==> src/rtl/hs_npu_pkg.sv <==
// Shared types for the NPU result writeback path.
// Latency: n/a (types only).
// Backpressure: n/a (types only).
package hs_npu_pkg;

    typedef logic [31:0] uword;

    typedef enum logic [1:0] {
        WR_IDLE,
        WR_POP,
        WR_SEND,
        WR_DONE
    } writer_state_e;

endpackage

==> src/rtl/hs_npu_result_writer_if.sv <==
// Lane FIFO source port plus addressed memory-write request channel.
// Latency: n/a (wires only).
// Backpressure: output_fifo_ready_o pops all lanes; mem_ready_i stalls beats.
interface hs_npu_result_writer_if #(
    parameter int SIZE      = 8,
    parameter int ACT_WIDTH = 16,
    parameter int BUS_WIDTH = 32
);
    logic [ACT_WIDTH-1:0]  inference_result_i  [SIZE];
    logic                  output_fifo_valid_i [SIZE];
    logic                  output_fifo_ready_o;
    logic                  mem_valid_o;
    hs_npu_pkg::uword      mem_addr_o;
    logic [BUS_WIDTH-1:0]  mem_data_o;
    logic                  mem_ready_i;

    // Writer side: consumes lane FIFOs, drives memory requests.
    modport master (
        input  inference_result_i,
        input  output_fifo_valid_i,
        output output_fifo_ready_o,
        output mem_valid_o,
        output mem_addr_o,
        output mem_data_o,
        input  mem_ready_i
    );

    // Environment side: lane FIFOs and memory/writeback master.
    modport slave (
        output inference_result_i,
        output output_fifo_valid_i,
        input  output_fifo_ready_o,
        input  mem_valid_o,
        input  mem_addr_o,
        input  mem_data_o,
        output mem_ready_i
    );
endinterface

==> src/rtl/hs_npu_row_serializer.sv <==
// Holds one popped row and presents it as BUS_WIDTH beats, lane 0 in the LSBs of beat 0.
// Latency: data valid for beat 0 the cycle after load.
// Backpressure: beat index moves only on advance; data holds otherwise.
module hs_npu_row_serializer #(
    parameter int SIZE      = 8,
    parameter int ACT_WIDTH = 16,
    parameter int BUS_WIDTH = 32,
    parameter int BEATS     = SIZE * ACT_WIDTH / BUS_WIDTH
) (
    input  logic                 clk,
    input  logic                 rst_n,
    input  logic                 load,
    input  logic                 advance,
    input  logic [ACT_WIDTH-1:0] lanes [SIZE],
    output logic                 last_beat,
    output logic [BUS_WIDTH-1:0] data
);
    localparam int BCW = (BEATS > 1) ? $clog2(BEATS) : 1;

    logic [SIZE*ACT_WIDTH-1:0] row_buf;
    logic [BCW-1:0]            beat_cnt;

    // Capture the whole row on load; step the beat index on each accepted beat.
    always_ff @(posedge clk or negedge rst_n) begin
        if (!rst_n) begin
            row_buf  <= '0;
            beat_cnt <= '0;
        end else if (load) begin
            for (int k = 0; k < SIZE; k++) begin
                row_buf[k*ACT_WIDTH +: ACT_WIDTH] <= lanes[k];
            end
            beat_cnt <= '0;
        end else if (advance) begin
            beat_cnt <= last_beat ? '0 : beat_cnt + 1'b1;
        end
    end

    assign last_beat = (beat_cnt == BCW'(BEATS - 1));

    // Beat mux over constant slices of the row buffer.
    always_comb begin
        data = '0;
        for (int b = 0; b < BEATS; b++) begin
            if (beat_cnt == BCW'(b)) begin
                data = row_buf[b*BUS_WIDTH +: BUS_WIDTH];
            end
        end
    end
endmodule

==> src/rtl/hs_npu_result_writer.sv <==
// Pops full rows from the per-lane output FIFOs and writes them to memory as addressed beats.
// Latency: pop -> first beat 1 cycle; last beat accept -> next pop 1 cycle; BEATS+1 cycles/row.
// Backpressure: no pop until every lane is valid; mem_ready_i low holds the beat stable.
module hs_npu_result_writer
    import hs_npu_pkg::*;
#(
    parameter int SIZE      = 8,
    parameter int ACT_WIDTH = 16,
    parameter int BUS_WIDTH = 32
) (
    input  logic  clk,
    input  logic  rst_n,
    input  logic  start_i,
    input  uword  base_addr_i,
    input  uword  num_rows_i,
    input  uword  row_stride_i,
    output logic  busy_o,
    output logic  done_o,
    hs_npu_result_writer_if.master wr
);
    localparam int   BEATS      = SIZE * ACT_WIDTH / BUS_WIDTH;
    localparam uword BEAT_BYTES = uword'(BUS_WIDTH / 8);

    if (((SIZE * ACT_WIDTH) % BUS_WIDTH) != 0 || (BUS_WIDTH % 8) != 0) begin : g_bad_geometry
        $error("row width must be a whole number of byte-aligned beats");
    end

    writer_state_e        state;
    uword                 num_rows_q;
    uword                 row_stride_q;
    uword                 row_cnt;
    uword                 row_addr;
    uword                 beat_addr;
    logic                 busy_q;
    logic                 done_q;
    logic                 mem_valid_q;
    logic                 all_valid;
    logic                 pop;
    logic                 beat_acc;
    logic                 ser_last;
    logic [BUS_WIDTH-1:0] ser_data;

    // A row is only poppable when every lane FIFO has data.
    always_comb begin
        all_valid = 1'b1;
        for (int k = 0; k < SIZE; k++) begin
            all_valid = all_valid & wr.output_fifo_valid_i[k];
        end
    end

    assign pop      = (state == WR_POP) && all_valid;
    assign beat_acc = (state == WR_SEND) && wr.mem_ready_i;

    hs_npu_row_serializer #(
        .SIZE      (SIZE),
        .ACT_WIDTH (ACT_WIDTH),
        .BUS_WIDTH (BUS_WIDTH),
        .BEATS     (BEATS)
    ) u_ser (
        .clk       (clk),
        .rst_n     (rst_n),
        .load      (pop),
        .advance   (beat_acc),
        .lanes     (wr.inference_result_i),
        .last_beat (ser_last),
        .data      (ser_data)
    );

    // Control FSM: sequences pop/send per row, tracks row and beat addresses.
    always_ff @(posedge clk or negedge rst_n) begin
        if (!rst_n) begin
            state        <= WR_IDLE;
            num_rows_q   <= '0;
            row_stride_q <= '0;
            row_cnt      <= '0;
            row_addr     <= '0;
            beat_addr    <= '0;
            busy_q       <= 1'b0;
            done_q       <= 1'b0;
            mem_valid_q  <= 1'b0;
        end else begin
            case (state)
                WR_IDLE: begin
                    if (start_i) begin
                        busy_q <= 1'b1;
                        if (num_rows_i != '0) begin
                            num_rows_q   <= num_rows_i;
                            row_stride_q <= row_stride_i;
                            row_cnt      <= '0;
                            row_addr     <= base_addr_i;
                            state        <= WR_POP;
                        end else begin
                            done_q <= 1'b1;
                            state  <= WR_DONE;
                        end
                    end
                end
                WR_POP: begin
                    if (pop) begin
                        beat_addr   <= row_addr;
                        mem_valid_q <= 1'b1;
                        state       <= WR_SEND;
                    end
                end
                WR_SEND: begin
                    if (wr.mem_ready_i) begin
                        if (ser_last) begin
                            mem_valid_q <= 1'b0;
                            row_cnt     <= row_cnt + 32'd1;
                            row_addr    <= row_addr + row_stride_q;
                            if (row_cnt + 32'd1 == num_rows_q) begin
                                done_q <= 1'b1;
                                state  <= WR_DONE;
                            end else begin
                                state <= WR_POP;
                            end
                        end else begin
                            beat_addr <= beat_addr + BEAT_BYTES;
                        end
                    end
                end
                WR_DONE: begin
                    done_q <= 1'b0;
                    busy_q <= 1'b0;
                    state  <= WR_IDLE;
                end
                default: state <= WR_IDLE;
            endcase
        end
    end

    assign busy_o                 = busy_q;
    assign done_o                 = done_q;
    assign wr.output_fifo_ready_o = pop;
    assign wr.mem_valid_o         = mem_valid_q;
    assign wr.mem_addr_o          = mem_valid_q ? beat_addr : '0;
    assign wr.mem_data_o          = mem_valid_q ? ser_data : '0;
endmodule

==> src/flat_wrapper.sv <==
// flat-port wrapper written by rule: the top's interface ports become plain ports
module hs_npu_result_writer_flat import hs_npu_pkg::*;
#(
    parameter int SIZE      = 8,
    parameter int ACT_WIDTH = 16,
    parameter int BUS_WIDTH = 32
)
  (clk, rst_n, start_i, base_addr_i, num_rows_i, row_stride_i, busy_o, done_o, wr_inference_result_i, wr_output_fifo_valid_i, wr_output_fifo_ready_o, wr_mem_valid_o, wr_mem_addr_o, wr_mem_data_o, wr_mem_ready_i);
  hs_npu_result_writer_if #(.SIZE(SIZE), .ACT_WIDTH(ACT_WIDTH), .BUS_WIDTH(BUS_WIDTH)) wr_i ();
  input  logic clk;
  input  logic rst_n;
  input  logic start_i;
  input  uword base_addr_i;
  input  uword num_rows_i;
  input  uword row_stride_i;
  output logic busy_o;
  output logic done_o;
  input wire logic [$bits(wr_i.inference_result_i)-1:0] wr_inference_result_i;
  input wire logic [$bits(wr_i.output_fifo_valid_i)-1:0] wr_output_fifo_valid_i;
  output wire logic [$bits(wr_i.output_fifo_ready_o)-1:0] wr_output_fifo_ready_o;
  output wire logic [$bits(wr_i.mem_valid_o)-1:0] wr_mem_valid_o;
  output wire logic [$bits(wr_i.mem_addr_o)-1:0] wr_mem_addr_o;
  output wire logic [$bits(wr_i.mem_data_o)-1:0] wr_mem_data_o;
  input wire logic [$bits(wr_i.mem_ready_i)-1:0] wr_mem_ready_i;
  assign wr_i.inference_result_i = {>>{wr_inference_result_i}};
  assign wr_i.output_fifo_valid_i = {>>{wr_output_fifo_valid_i}};
  assign wr_output_fifo_ready_o = wr_i.output_fifo_ready_o;
  assign wr_mem_valid_o = wr_i.mem_valid_o;
  assign wr_mem_addr_o = wr_i.mem_addr_o;
  assign wr_mem_data_o = wr_i.mem_data_o;
  assign wr_i.mem_ready_i = wr_mem_ready_i;
  hs_npu_result_writer #(.SIZE(SIZE), .ACT_WIDTH(ACT_WIDTH), .BUS_WIDTH(BUS_WIDTH)) u_core (.clk(clk), .rst_n(rst_n), .start_i(start_i), .base_addr_i(base_addr_i), .num_rows_i(num_rows_i), .row_stride_i(row_stride_i), .busy_o(busy_o), .done_o(done_o), .wr(wr_i));
endmodule
==> config.mk <==
export PLATFORM = sky130hd
export DESIGN_NAME = hs_npu_result_writer_flat
export DESIGN_NICKNAME = d
export VERILOG_FILES = /design/src/rtl/hs_npu_pkg.sv /design/src/rtl/hs_npu_result_writer_if.sv /design/src/rtl/hs_npu_row_serializer.sv /design/src/rtl/hs_npu_result_writer.sv /design/src/flat_wrapper.sv
export SDC_FILE = /design/constraint.sdc
export NUM_CORES = 1
export LEC_CHECK = 0
export BUFFER_PORTS_ARGS = -buffer_cell sky130_fd_sc_hd__buf_2
export CAP_MARGIN = 20
export CORE_UTILIZATION = 57
export CTS_BUF_LIST = sky130_fd_sc_hd__clkbuf_16
export DETAILED_ROUTE_END_ITERATION = 8
export GPL_ROUTABILITY_DRIVEN = 0
export PLACE_DENSITY_LB_ADDON = 0.15
export SLEW_MARGIN = 0
export SYNTH_ARGS = -nofsm -noshare
export SYNTH_HDL_FRONTEND = slang
export SYNTH_SLANG_ARGS = --single-unit
==> constraint.sdc <==
create_clock -name clk -period 3.1 [get_ports clk]
set_input_delay 0 -clock clk [delete_from_list [all_inputs] [get_ports clk]]
set_output_delay 0 -clock clk [all_outputs]
set_load 0.03 [all_outputs]
Word level (Yosys, flattened, before mapping)
Index checks and enable logic that the tools add are counted.
{"block": "totals", "reg_bits": 295, "in_bits": 236, "output_inout_bits": 68, "elab_cells": 96}
{"block": "op_classes", "n_addsub": 4, "eq_ne": 15, "mux": 42, "bitwise_logic": 7, "reduce_logical": 17}
{"cell": "32-bit 2-to-1 mux", "count": 17}
{"cell": "32-bit one-hot mux with 2 select lines", "count": 3}
{"cell": "32-bit by 1-bit adder with 32-bit output (second input constant)", "count": 1}
{"cell": "32-bit by 3-bit adder with 32-bit output (second input constant)", "count": 1}
{"cell": "32-bit adder", "count": 1}
{"cell": "32-bit equality test", "count": 1}
{"cell": "32-bit nonzero test", "count": 1}
{"cell": "2-bit 2-to-1 mux", "count": 9}
{"cell": "2-bit != test (second input constant)", "count": 7}
{"cell": "4-bit AND reduction", "count": 3}
{"cell": "1-bit 2-to-1 mux", "count": 9}
{"cell": "2-bit equality test (second input constant)", "count": 4}
{"cell": "2-bit one-hot mux with 4 select lines", "count": 1}
{"cell": "2-bit nonzero test", "count": 4}
{"cell": "1-bit AND", "count": 7}
{"cell": "6-bit AND reduction", "count": 1}
{"cell": "5-bit AND reduction", "count": 1}
{"cell": "2-bit by 1-bit equality test with 1-bit output (second input constant)", "count": 2}
{"cell": "2-bit logical NOT", "count": 2}
{"cell": "1-bit one-hot mux with 2 select lines", "count": 2}
{"cell": "1-bit one-hot mux with 3 select lines", "count": 1}
{"cell": "3-bit AND reduction", "count": 1}
{"cell": "3-bit nonzero test", "count": 1}
{"cell": "2-bit by 1-bit adder with 2-bit output (second input constant)", "count": 1}
{"cell": "3 further kinds", "count": 4}

Logic depth before layout (Yosys ltp)
{"block": "logic_depth", "word_depth": 10, "mapped_depth": 12, "mapped_depth_nobuf": 12}

Cells and area by module
A second synthesis with hierarchy kept.
{"block": "hier_totals", "hier_cells": 1572, "area_unflattened_um2": 16009.1}
{"mod": "hs_npu_result_writer", "n_inst": 1, "cells_each": 1171, "area_per_inst_um2": 10362.4, "seq_area_each_um2": 4129.0}
{"mod": "hs_npu_row_serializer", "n_inst": 1, "cells_each": 401, "area_per_inst_um2": 5646.7, "seq_area_each_um2": 3253.1}

Worst setup path after synthesis
OpenSTA, ideal clock, no wires.
{"block": "synth_timing", "path_kind": "register to register", "startpoint": "reg u_core.row_addr[10]", "endpoint": "reg u_core.row_addr[22]", "arrival_time_ns": 2.568, "slack_ns": 0.450, "path_stages_with_launch": 11, "n_path_buf": 0, "period_less_slack_ns": 2.650, "cell_sequence": "dfrtp_1 -> ha_1 -> a21o_1 -> a31o_2 -> a221o_1 -> a32oi_1 -> nand2_1 -> a31oi_1 -> nor2_1 -> or3_1 -> a31oi_1"}
{"block": "synth_between", "elab_chain_cells": 4}
{"item": "start: declaration", "line_no": "hs_npu_result_writer.sv:32", "rtl": "uword row_addr;"}
{"item": "start signal: assignment", "line_no": "hs_npu_result_writer.sv:90", "rtl": "row_addr <= base_addr_i;"}
{"item": "start signal: assignment", "line_no": "hs_npu_result_writer.sv:110", "rtl": "row_addr <= row_addr + row_stride_q;"}
{"item": "32-bit adder", "line_no": "hs_npu_result_writer.sv:110"}
{"item": "32-bit 2-to-1 mux", "line_no": "hs_npu_result_writer.sv:107", "rtl": "if (ser_last) begin"}
{"item": "32-bit 2-to-1 mux", "line_no": "hs_npu_result_writer.sv:106", "rtl": "if (wr.mem_ready_i) begin"}
{"item": "32-bit one-hot mux with 2 select lines", "line_no": "hs_npu_result_writer.sv:82", "rtl": "case (state)"}
No other way between the ends. The select of a mux whose other input is x is not followed.
A chain may end at the register's enable or synchronous reset.

Worst setup path after layout
{"block": "layout_timing", "startpoint": "reg u_core.row_cnt[3]", "endpoint": "reg u_core.done_q, in the netlist u_core.done_o"}
{"block": "layout_between", "elab_chain_cells": 4}
{"item": "start: declaration", "line_no": "hs_npu_result_writer.sv:31", "rtl": "uword row_cnt;"}
{"item": "start signal: assignment", "line_no": "hs_npu_result_writer.sv:109", "rtl": "row_cnt <= row_cnt + 32'd1;"}
{"item": "32-bit by 1-bit adder with 32-bit output", "line_no": "hs_npu_result_writer.sv:111", "rtl": "if (row_cnt + 32'd1 == num_rows_q) begin"}
{"item": "32-bit equality test", "line_no": "hs_npu_result_writer.sv:111"}
{"item": "2-bit != test (no source line)"}
{"item": "6-bit AND reduction (no source line)"}
{"item": "end signal: assignment", "line_no": "hs_npu_result_writer.sv:93", "rtl": "done_q <= 1'b1;"}
{"item": "end signal: assignment", "line_no": "hs_npu_result_writer.sv:112", "rtl": "done_q <= 1'b1;"}
{"item": "end signal: assignment", "line_no": "hs_npu_result_writer.sv:123", "rtl": "done_q <= 1'b0;"}
{"item": "end: declaration", "line_no": "hs_npu_result_writer.sv:35", "rtl": "logic done_q;"}
No other way between the ends.

==> metrics.md <==
| Metric | Value |
|---|---|
| Worst skew pair latency | 520 ps |
| Post-route ant nets | 0 |
| Worst Hold Class | primary input to flip-flop |
| Peak Freq | 0.339 GHz |
| Worst IR Drop VDD | 0.000598 V |
| Post-synthesis sequential area ratio | 0.444 |
| CP Launch Type | flip-flop |
| Fill count | 1884 |
| Total die area | 29900 um2 |
| Final worst path period share | 0.952 |
| RSZ-0062 raised after global routing | false |
| Post-Syn Instances | 1748 |
| Initial drt markers | 1415 |
| Max FO, Critical Path | 9 |
| Count of final setup violators | 0 |
| Clk sinks | 295 |
| Max-cap violations | 0 |
| Yosys top cell by area | dfrtp_1 |
| CP Capture Type | flip-flop |
| Combinational share of power | 0.369 |
| Post-Place Cell Area | 18600 um2 |
| Post-synth top area share | 0.444 |
| Vias in the first global route | 15.9k |
| H-Tree Depth | 2 |
| Total gr overflow | 0 |
| CTS tree | yes |
| First-pass GRT wire length | 83700 um |
| Pre-CTS WS | 85.3 ps |
| Clock power share | 0.255 |
| Distinct cell type count after synthesis | 77 |
| Worst EP required | 3520 ps |
| Largest net degree at the start of global routing | 130 |
| Starting density of the core | 0.579 |
| Wire per inst | 19.8 um |
| Setup Fix Bufs, Post-CTS | 0 |
| Via Count | 15.9k |
| Core area | 28700 um2 |
| Synth cell count leaders | 295 x dfrtp_1, 195 x mux2_2, 181 x nand2_1 |
| Setup WS post-layout | 148 ps |
| # IOs | 304 |
| Internal Pwr Total | 9.50 mW |
| #FFs+latches synth | 295 |
| Fin util | 0.765 |
| Fin area | 22000 um2 |
| Synthesis Warnings | 0 |
| Switching share of total power | 0.358 |
| Setup tns final | 0 ps |
| Most common flop cell mapped by yosys | dfrtp_1 |
| P_sw | 5.30 mW |
| Kind of critical path | flip-flop to flip-flop |
| Final clock skew | 20.3 ps |
| Post-Syn Area | 16600 um2 |
| Power per Cell Area | 674 nW/um2 |
| Worst-Margin Slew | 1080 ps |
| Mapped Nets | 2022 |
| Share of cells above drive strength 1 | 0.272 |
| Run status | finished clean |
| Fin. Hold Viols | 0 |
| Slew Limit Fails | 0 |
| Synth-to-Final Area Change | 32.1% |
| Slew Limit Headroom | 0.280 |
| Router iterations before antenna repair | 5 |
| Routed WL | 52500 um |
| # rows | 62 |
| All-layer global routing usage | 0.348 |
| Leakage | 10.3 nW |
| Most frequent cell after synthesis | dfrtp_1 |
| Asr flop ratio synth | 1.00 |
| Synth area leaders | dfrtp_1 44%, mux2_2 13%, a21oi_1 5.4% |
| Crit path time final | 2950 ps |
| WP data arrival | 3370 ps |
| Port Buffer Count | 303 |
| # DRC | 0 |
| Via density per instance | 6.00 |
| Die height | 173 um |
| TritonCTS Buffers | 34 |
| Sequential Power Share | 0.376 |
| CTS clk-pin slew, worst paths | 60 ps |
| Syn Area/Cell | 9.51 um2 |
| Number of flops mapped to enable cells by yosys | 0 |
| Max Root-Sink Buffers | 3 |
| Initial antenna violation count | 4 |
| Final nets | 2513 |
| Clk Tree Root Cell | clkbuf_16 |
| Overall die width | 173 um |
| Detailed Place HPWL | 31600 um |
## power groups by stage
stage | Combinational (mW) | Sequential, mW | Clock [mW]
finish | 5.46 | 5.56 | 3.78
global route | 6.00 | 5.65 | 3.98
CTS | 5.24 | 5.51 | 3.82
detailed placement | 4.96 | 5.57 | 0
global placement | 4.83 | 5.52 | 0
floorplan | 3.91 | 5.22 | 0
## worst paths after layout
| kind | from | to | slack, ps | cells past startpoint |
|---|---|---|---|---|
| max in group asynchronous | rst_n | u_core.u_ser.row_buf[83] | 2000 | 3 |
| min | base_addr_i[24] | u_core.row_addr[24] | 40 | 5 |
| max reg2reg | u_core.row_cnt[3] | u_core.done_o | 150 | 8 |
| max | u_core.row_cnt[3] | u_core.done_o | 150 | 8 |
| min in group asynchronous | rst_n | u_core.u_ser.row_buf[125] | 160 | 2 |
| min reg2reg | u_core.u_ser.row_buf[1] | u_core.u_ser.row_buf[1] | 510 | 1 |
## critical path, cell delays in order, from the launching register on
cell	delay, ps
dfrtp_1	510
nand2_1	190
nor4_1	570
nand4_1	350
or3_1	410
a311oi_1	390
o2111a_2	300
nand2_1	60
o221ai_1	90
## kinds of logic (layout without fill, tap and decap cells)
group,after synthesis,after routing,synth area share
compound gates,430,430,0.149
xor+xnor,61,61,0.0321
mux,201,201,0.136
simple gates,595,595,0.176
buf+inv,128,645,0.0334
flops,295,295,0.444
fa+ha+maj,38,38,0.0290
other cells,0,4,0
## through the flow
stage               cells  total power, mW  hold WS, ps
floorplan            1748             9.14         -296
global placement     2358             10.3          116
detailed placement   2358             10.5          118
CTS                  2649             14.6         48.2
global route         2653             15.6          103
finish               2653             14.8         39.8
## sequential cells by signal (all words and copies together), names as in the netlist
name and count:
u_core.u_ser.row_buf 128, u_core.beat_addr 32, u_core.num_rows_q 32, u_core.row_addr 32
u_core.row_cnt 32, u_core.row_stride_q 32, u_core.state 2, u_core.u_ser.beat_cnt 2
u_core.busy_o 1, u_core.done_o 1, u_core.wr.mem_valid_o 1
## layout make-up
cell class                 count  area (um2)  share of cell area
timing repair buffer         561        4160               0.189
tap                          384         480              0.0219
clock buffer                  37         926              0.0422
antenna                        4        10.0            0.000456
sequential                   295        7380               0.336
multi-input combinational   1325        8800               0.401
clock inverter                25         119             0.00541
inverter                      22        82.6             0.00376
## routing by layer
metal | part of all wire | GRT usage
met1 | 0.41 | 0.456
met2 | 0.47 | 0.561
met3 | 0.082 | 0.0684
met4 | 0.040 | 0.154
met5 | 0 | 0
## cell usage in the layout (no fill, tap or decap), drive strengths merged, types with 17 or more instances in the layout
master       instances
nand4               23
o21ai              125
nor2               159
and3                21
inv                 34
xnor2               45
mux2               195
nor4                21
a21oi              180
and2                74
dfrtp              295
nand3               40
nor3                27
clkbuf              37
dlygate4sd3        229
buf                332
a31oi               17
nand2              182
ha                  37
## timing repair
action                     in CTS  in global routing
setup endpoints to repair       0                 10
resized for setup               0                 12
hold endpoints to repair      327                  0
hold buffers                  229                  0
Power figures use the tool's default switching activity.
